$ cat src/rtl/scr_dma.sv
// Block COPY (memmove-safe) / FILL engine driving the scratch RAM's single port.
// Outputs decode straight from state flops so scr_wr is a bare register bit.
module scr_dma #(
  parameter int DW = 10,
  parameter int AW = 8
) (
  input  logic          clk,
  input  logic          rst,
  input  logic          start,
  input  logic          op,
  input  logic [AW-1:0] src_addr,
  input  logic [AW-1:0] dst_addr,
  input  logic [AW:0]   len,
  input  logic [DW-1:0] fill_val,
  input  logic [DW-1:0] scr_rdata,
  output logic [AW-1:0] scr_addr,
  output logic          scr_wr,
  output logic [DW-1:0] scr_wdata,
  output logic          busy,
  output logic          done
);
  // Bit 2 is set only in the two writing states and drives scr_wr directly.
  localparam logic [2:0] S_IDLE = 3'b000;
  localparam logic [2:0] S_RD   = 3'b001;
  localparam logic [2:0] S_DONE = 3'b010;
  localparam logic [2:0] S_WR   = 3'b100;
  localparam logic [2:0] S_FILL = 3'b110;

  localparam logic [AW:0]   MAX_LEN = {1'b1, {AW{1'b0}}};
  localparam logic [AW:0]   CNT_ONE = (AW+1)'(1);
  localparam logic [AW-1:0] PTR_ONE = AW'(1);

  logic [2:0]    state;
  logic [AW-1:0] src_p, dst_p;
  logic [AW:0]   cnt;
  logic [DW-1:0] hold, fill_r;
  logic          back;

  logic [AW:0]   len_c;
  logic [AW-1:0] diff, last_off, step;
  logic          go_back;

  always_comb begin
    len_c    = (len > MAX_LEN) ? MAX_LEN : len;
    diff     = dst_addr - src_addr;
    last_off = AW'(len_c - CNT_ONE);
    // Destination starting inside the source window must be copied top-down.
    go_back  = (dst_addr != src_addr) && ({1'b0, diff} < len_c);
    step     = back ? {AW{1'b1}} : PTR_ONE;
  end

  always_ff @(posedge clk or posedge rst) begin
    if (rst) begin
      state  <= S_IDLE;
      src_p  <= '0;
      dst_p  <= '0;
      cnt    <= '0;
      hold   <= '0;
      fill_r <= '0;
      back   <= 1'b0;
    end else begin
      case (state)
        S_IDLE: if (start) begin
          cnt    <= len_c;
          fill_r <= fill_val;
          back   <= ~op & go_back;
          if (~op & go_back) begin
            src_p <= src_addr + last_off;
            dst_p <= dst_addr + last_off;
          end else begin
            src_p <= src_addr;
            dst_p <= dst_addr;
          end
          if (len_c == '0) state <= S_DONE;
          else if (op)     state <= S_FILL;
          else             state <= S_RD;
        end
        S_RD: begin
          hold  <= scr_rdata;
          state <= S_WR;
        end
        S_WR: begin
          src_p <= src_p + step;
          dst_p <= dst_p + step;
          cnt   <= cnt - CNT_ONE;
          state <= (cnt == CNT_ONE) ? S_DONE : S_RD;
        end
        S_FILL: begin
          dst_p <= dst_p + PTR_ONE;
          cnt   <= cnt - CNT_ONE;
          state <= (cnt == CNT_ONE) ? S_DONE : S_FILL;
        end
        default: state <= S_IDLE;
      endcase
    end
  end

  assign scr_wr    = state[2];
  assign scr_addr  = (state == S_RD) ? src_p : (state[2] ? dst_p : '0);
  assign scr_wdata = (state == S_WR) ? hold : ((state == S_FILL) ? fill_r : '0);
  assign busy      = (state != S_IDLE);
  assign done      = (state == S_DONE);
endmodule

$ cat config.mk
export PLATFORM = sky130hd
export DESIGN_NAME = scr_dma
export DESIGN_NICKNAME = d
export VERILOG_FILES = /design/src/rtl/scr_dma.sv
export SDC_FILE = /design/constraint.sdc
export NUM_CORES = 1
export LEC_CHECK = 0
export CAP_MARGIN = 0
export CELL_PAD_IN_SITES_DETAIL_PLACEMENT = 0
export CELL_PAD_IN_SITES_GLOBAL_PLACEMENT = 1
export CORE_ASPECT_RATIO = 0.5
export CORE_MARGIN = 4
export CORE_UTILIZATION = 41
export DETAILED_ROUTE_END_ITERATION = 12
export PLACE_DENSITY = 0.79
export SLEW_MARGIN = 5
export SYNTH_ARGS = -nofsm -noshare
export SYNTH_HDL_FRONTEND = slang
export SYNTH_SLANG_ARGS = --single-unit
export TNS_END_PERCENT = 30
$ cat constraint.sdc
create_clock -name clk -period 3.97 [get_ports clk]
set_clock_uncertainty 0.2 [all_clocks]
set_input_delay 0.9925 -clock clk [delete_from_list [all_inputs] [get_ports clk]]
set_output_delay 0.9925 -clock clk [all_outputs]
set_load 0.01 [all_outputs]
==> impl_metrics.tcl, run 1 <==
set metrics [dict create \
    place.gp.congestion 0.879 \
    hold_class "reg -> reg" \
    cts-root-buf "clkbuf_16" \
    ant_nets 0 \
    ys_top_cells_by_count "nand2_1 (58), dfrtp_1 (49), ha_1 (45)" \
    pwr-share-clk_pct 11.4 \
    critPathKind "in -> reg" \
    final_hold_viol_count 0 \
    routed-via-count 4156 \
    powerDensity_nw_per_um2 636 \
    async_flop_share_pct 100 \
    htreeDepth 2 \
    diodes 0 \
    drv_cap 0 \
    ys_seq_elements 49 \
    drc 0 \
    clockBufferDepth 2 \
    syn_to_final_growth_pct 37.9 \
    grt_max_degree 32 \
    wl_per_cell_um 16.2 \
    syn_nets 627 \
    crit_slowest_cell "clkdlybuf4s50_1" \
    dieArea_um2 12800 \
    synth_ff_type "dfrtp_1" \
    dp_slack_ns -0.570 \
    dpl.hpwl_um 9890 \
    pwr-share-comb_pct 64.0 \
    wl_um 12900 \
    synth_cells 528 \
    tns_ns 0 \
    cts_hold_buf 0 \
    num-fill-cells 952 \
    placed_area_um2 5760 \
    switching_power_uw 1680 \
    p_seq_share_pct 24.6 \
    yosysWarnings 0 \
    rsz0062_at_grt "yes" \
    die_h_um 81.9 \
    stdcell_count 797 \
    synth_top_area_share_pct 27.4 \
    clock_sinks 49 \
    fmax_mhz 259 \
    cp_max_fo 5 \
    via_per_inst 5.21 \
    clock_latency_ns 0.28 \
    ys_seq_area_share_pct 27.4 \
    nets 755 \
    startpoint_type "primary input" \
    path_clk_slew_ns 0.07 \
    path_buf_inv 4 \
    cts_made_buffers 5 \
    final_cell_area_um2 6170 \
    dpl.cell_count 783 \
    slew_viol_final 0 \
    gr-total-overflow 0 \
    cts_tree "built" \
    vdd_ir_drop_max_uv 244 \
    p_int_uw 2240 \
    seqCellArea_um2 1230 \
    finalSetupViolations 0 \
    crit_chain "clkdlybuf4s50_1 -> ha_4 -> a21o_1 -> a21oi_2 -> o21ai_2 -> xor2_1 -> ha_1 -> and4b_1 -> o221ai_2 -> o211a_4 -> buf_12 -> buf_16 -> buf_6 -> o211a_1 -> o22ai_1" \
    multi_input_area_um2 3150 \
    drt-initial-drc-count 242 \
    path_depth 15 \
    p_sw_share_pct 43.0 \
    grt.total_usage_pct 20.4 \
    antenna_found_initial 0 \
    timing.final.crit_period_ns 3.86 \
    cp_top_family "compound AO/OA/AOI/OAI gates" \
    grt_pass1_vias 4083 \
    synth.avg_cell_area_um2 8.47 \
    endpoint_kind "flop" \
    worstMarginPinSlew_ns 0.675 \
    fin_crit_sh_pct 97.4 \
    fp.dieW_um 156 \
    start_util_pct 43.0 \
    io_pins 70 \
    synth_edf_count 0 \
    core_area_um2 10400 \
    io_buffers 69 \
    leakagePower_uw 0.00280 \
    crit_required_ns 3.98 \
    row_count 26 \
    fin_ws_ns 0.105 \
    layout-drive-gt1-share_pct 19.8 \
    arrival_ns 3.87 \
    slew_headroom_pct 54.9 \
    yosysMostFrequentCell "nand2_1" \
    grt_first_pass_wirelength_um 20900 \
    reg2reg_depth 13 \
    netlist_area_um2 4470 \
    slowest_delay_ns 0.53 \
    yosysTopAreaCell "dfrtp_1" \
    first_pass_iters 4 \
    synth_area_leaders "dfrtp_1 (27%), ha_1 (13%), nand2_1 (4.9%), xnor2_1 (4.5%), a21oi_1 (4.4%)" \
    status "complete, no violations" \
    synth_cell_types 58 \
    min_delay_path_depth 2 \
]
## per-layer routing
layer  global-route usage, %  wire length, um
met1                    30.3             6620
met2                    32.0             5470
met3                    2.63              704
met4                    3.67               99
met5                       0                0
## power groups by stage
| stage | Clock [uW] | Sequential [uW] | Combinational, uW |
|---|---|---|---|
| 2_1_floorplan | 0 | 903 | 1690 |
| 3_3_place_gp | 0 | 965 | 2370 |
| 3_5_place_dp | 0 | 971 | 2400 |
| 4_1_cts | 456 | 965 | 2490 |
| 5_1_grt | 470 | 1000 | 2800 |
| 6_report | 447 | 966 | 2510 |
## final cells by class
| cell class | count | share of cell area, % |
|---|---|---|
| Timing Repair Buffer | 145 | 21.7 |
| Clock buffer | 7 | 2.47 |
| Multi-Input combinational cell | 422 | 51.0 |
| Clock inverter | 1 | 0.0811 |
| Sequential cell | 49 | 19.9 |
| Tap cell | 140 | 2.84 |
| Inverter | 33 | 2.05 |
## worst paths after layout
path	startpoint	end	slack (ns)
max in group asynchronous	rst	state[2]	1.97
min	fill_r[0]	fill_r[0]	0.28
max	dst_addr[3]	src_p[3]	0.11
max reg2reg	state[0]	dst_p[7]	0.74
min reg2reg	fill_r[0]	fill_r[0]	0.28
min in group asynchronous	rst	hold[5]	0.82
## kinds of logic (layout without fill, tap and decap cells)
| group | after synthesis | count (layout) | synth area share (%) |
|---|---|---|---|
| simple gates | 167 | 167 | 17.5 |
| compound gates | 141 | 141 | 21.0 |
| buf+inv | 57 | 186 | 5.48 |
| fa+ha+maj | 50 | 50 | 14.8 |
| flops | 49 | 49 | 27.4 |
| xor+xnor | 32 | 32 | 6.26 |
| mux | 32 | 32 | 7.55 |
## cell usage in the layout (no fill, tap or decap), types with 4 or more instances in the layout
| cell type | netlist | routed |
|---|---|---|
| xnor2_1 | 23 | 23 |
| a21oi_2 | 0 | 4 |
| nand2_1 | 58 | 57 |
| buf_4 | 0 | 70 |
| nand3_1 | 7 | 7 |
| nor2_1 | 44 | 44 |
| a22o_1 | 8 | 8 |
| xor2_1 | 9 | 9 |
| mux2_1 | 12 | 11 |
| clkdlybuf4s50_1 | 0 | 62 |
| or3_1 | 6 | 6 |
| a21o_1 | 13 | 13 |
| ha_1 | 45 | 39 |
| o21ai_0 | 16 | 15 |
| and3_1 | 5 | 5 |
| nor3_1 | 15 | 14 |
| o21bai_1 | 6 | 6 |
| nor2b_1 | 5 | 5 |
| mux2i_1 | 18 | 16 |
| nand2b_1 | 17 | 16 |
| a21oi_1 | 39 | 35 |
| clkbuf_16 | 0 | 5 |
| o21ai_1 | 18 | 17 |
| o221ai_1 | 5 | 4 |
| o22ai_1 | 4 | 4 |
| inv_1 | 30 | 25 |
| fa_1 | 5 | 4 |
| inv_2 | 3 | 7 |
| dfrtp_1 | 49 | 49 |
| ha_4 | 0 | 5 |
## what timing repair did
action | 4_1_cts | 5_1_grt
setup endpoints to repair | 16 | 17
resized for setup | 26 | 26
buffers inserted | 2 | 2
pin swaps | 14 | 20
gates cloned | 2 | 0
## registers in the layout, indices dropped and copies added (netlist names)
| name | cells |
|---|---|
| cnt | 9 |
| back | 1 |
| hold | 10 |
| dst_p | 8 |
| fill_r | 10 |
| state | 3 |
| src_p | 8 |
## through the flow
step | hold slack [ns] | total power (uW) | utilization, %
floorplan | 0.245 | 2590 | -
global placement | 0.259 | 3330 | 55.3
detailed placement | 0.264 | 3370 | 55.3
CTS | 0.280 | 3910 | 58.4
global route | 0.301 | 4270 | 59.3
finish | 0.276 | 3920 | 59.3
## worst min-delay path, stage by stage (launching register included)
cell and delay, ns:
dfrtp_1 0.35, nand2_1 0.05, nand2_1 0.05
Power figures use the tool's default switching activity.
==> inputs of run 2 (changes only) <==
- HOLD_SLACK_MARGIN: unset -> 0.15
==> results of run 2 <==
The final DEF is identical to that of run 1; final timing and power are the same.
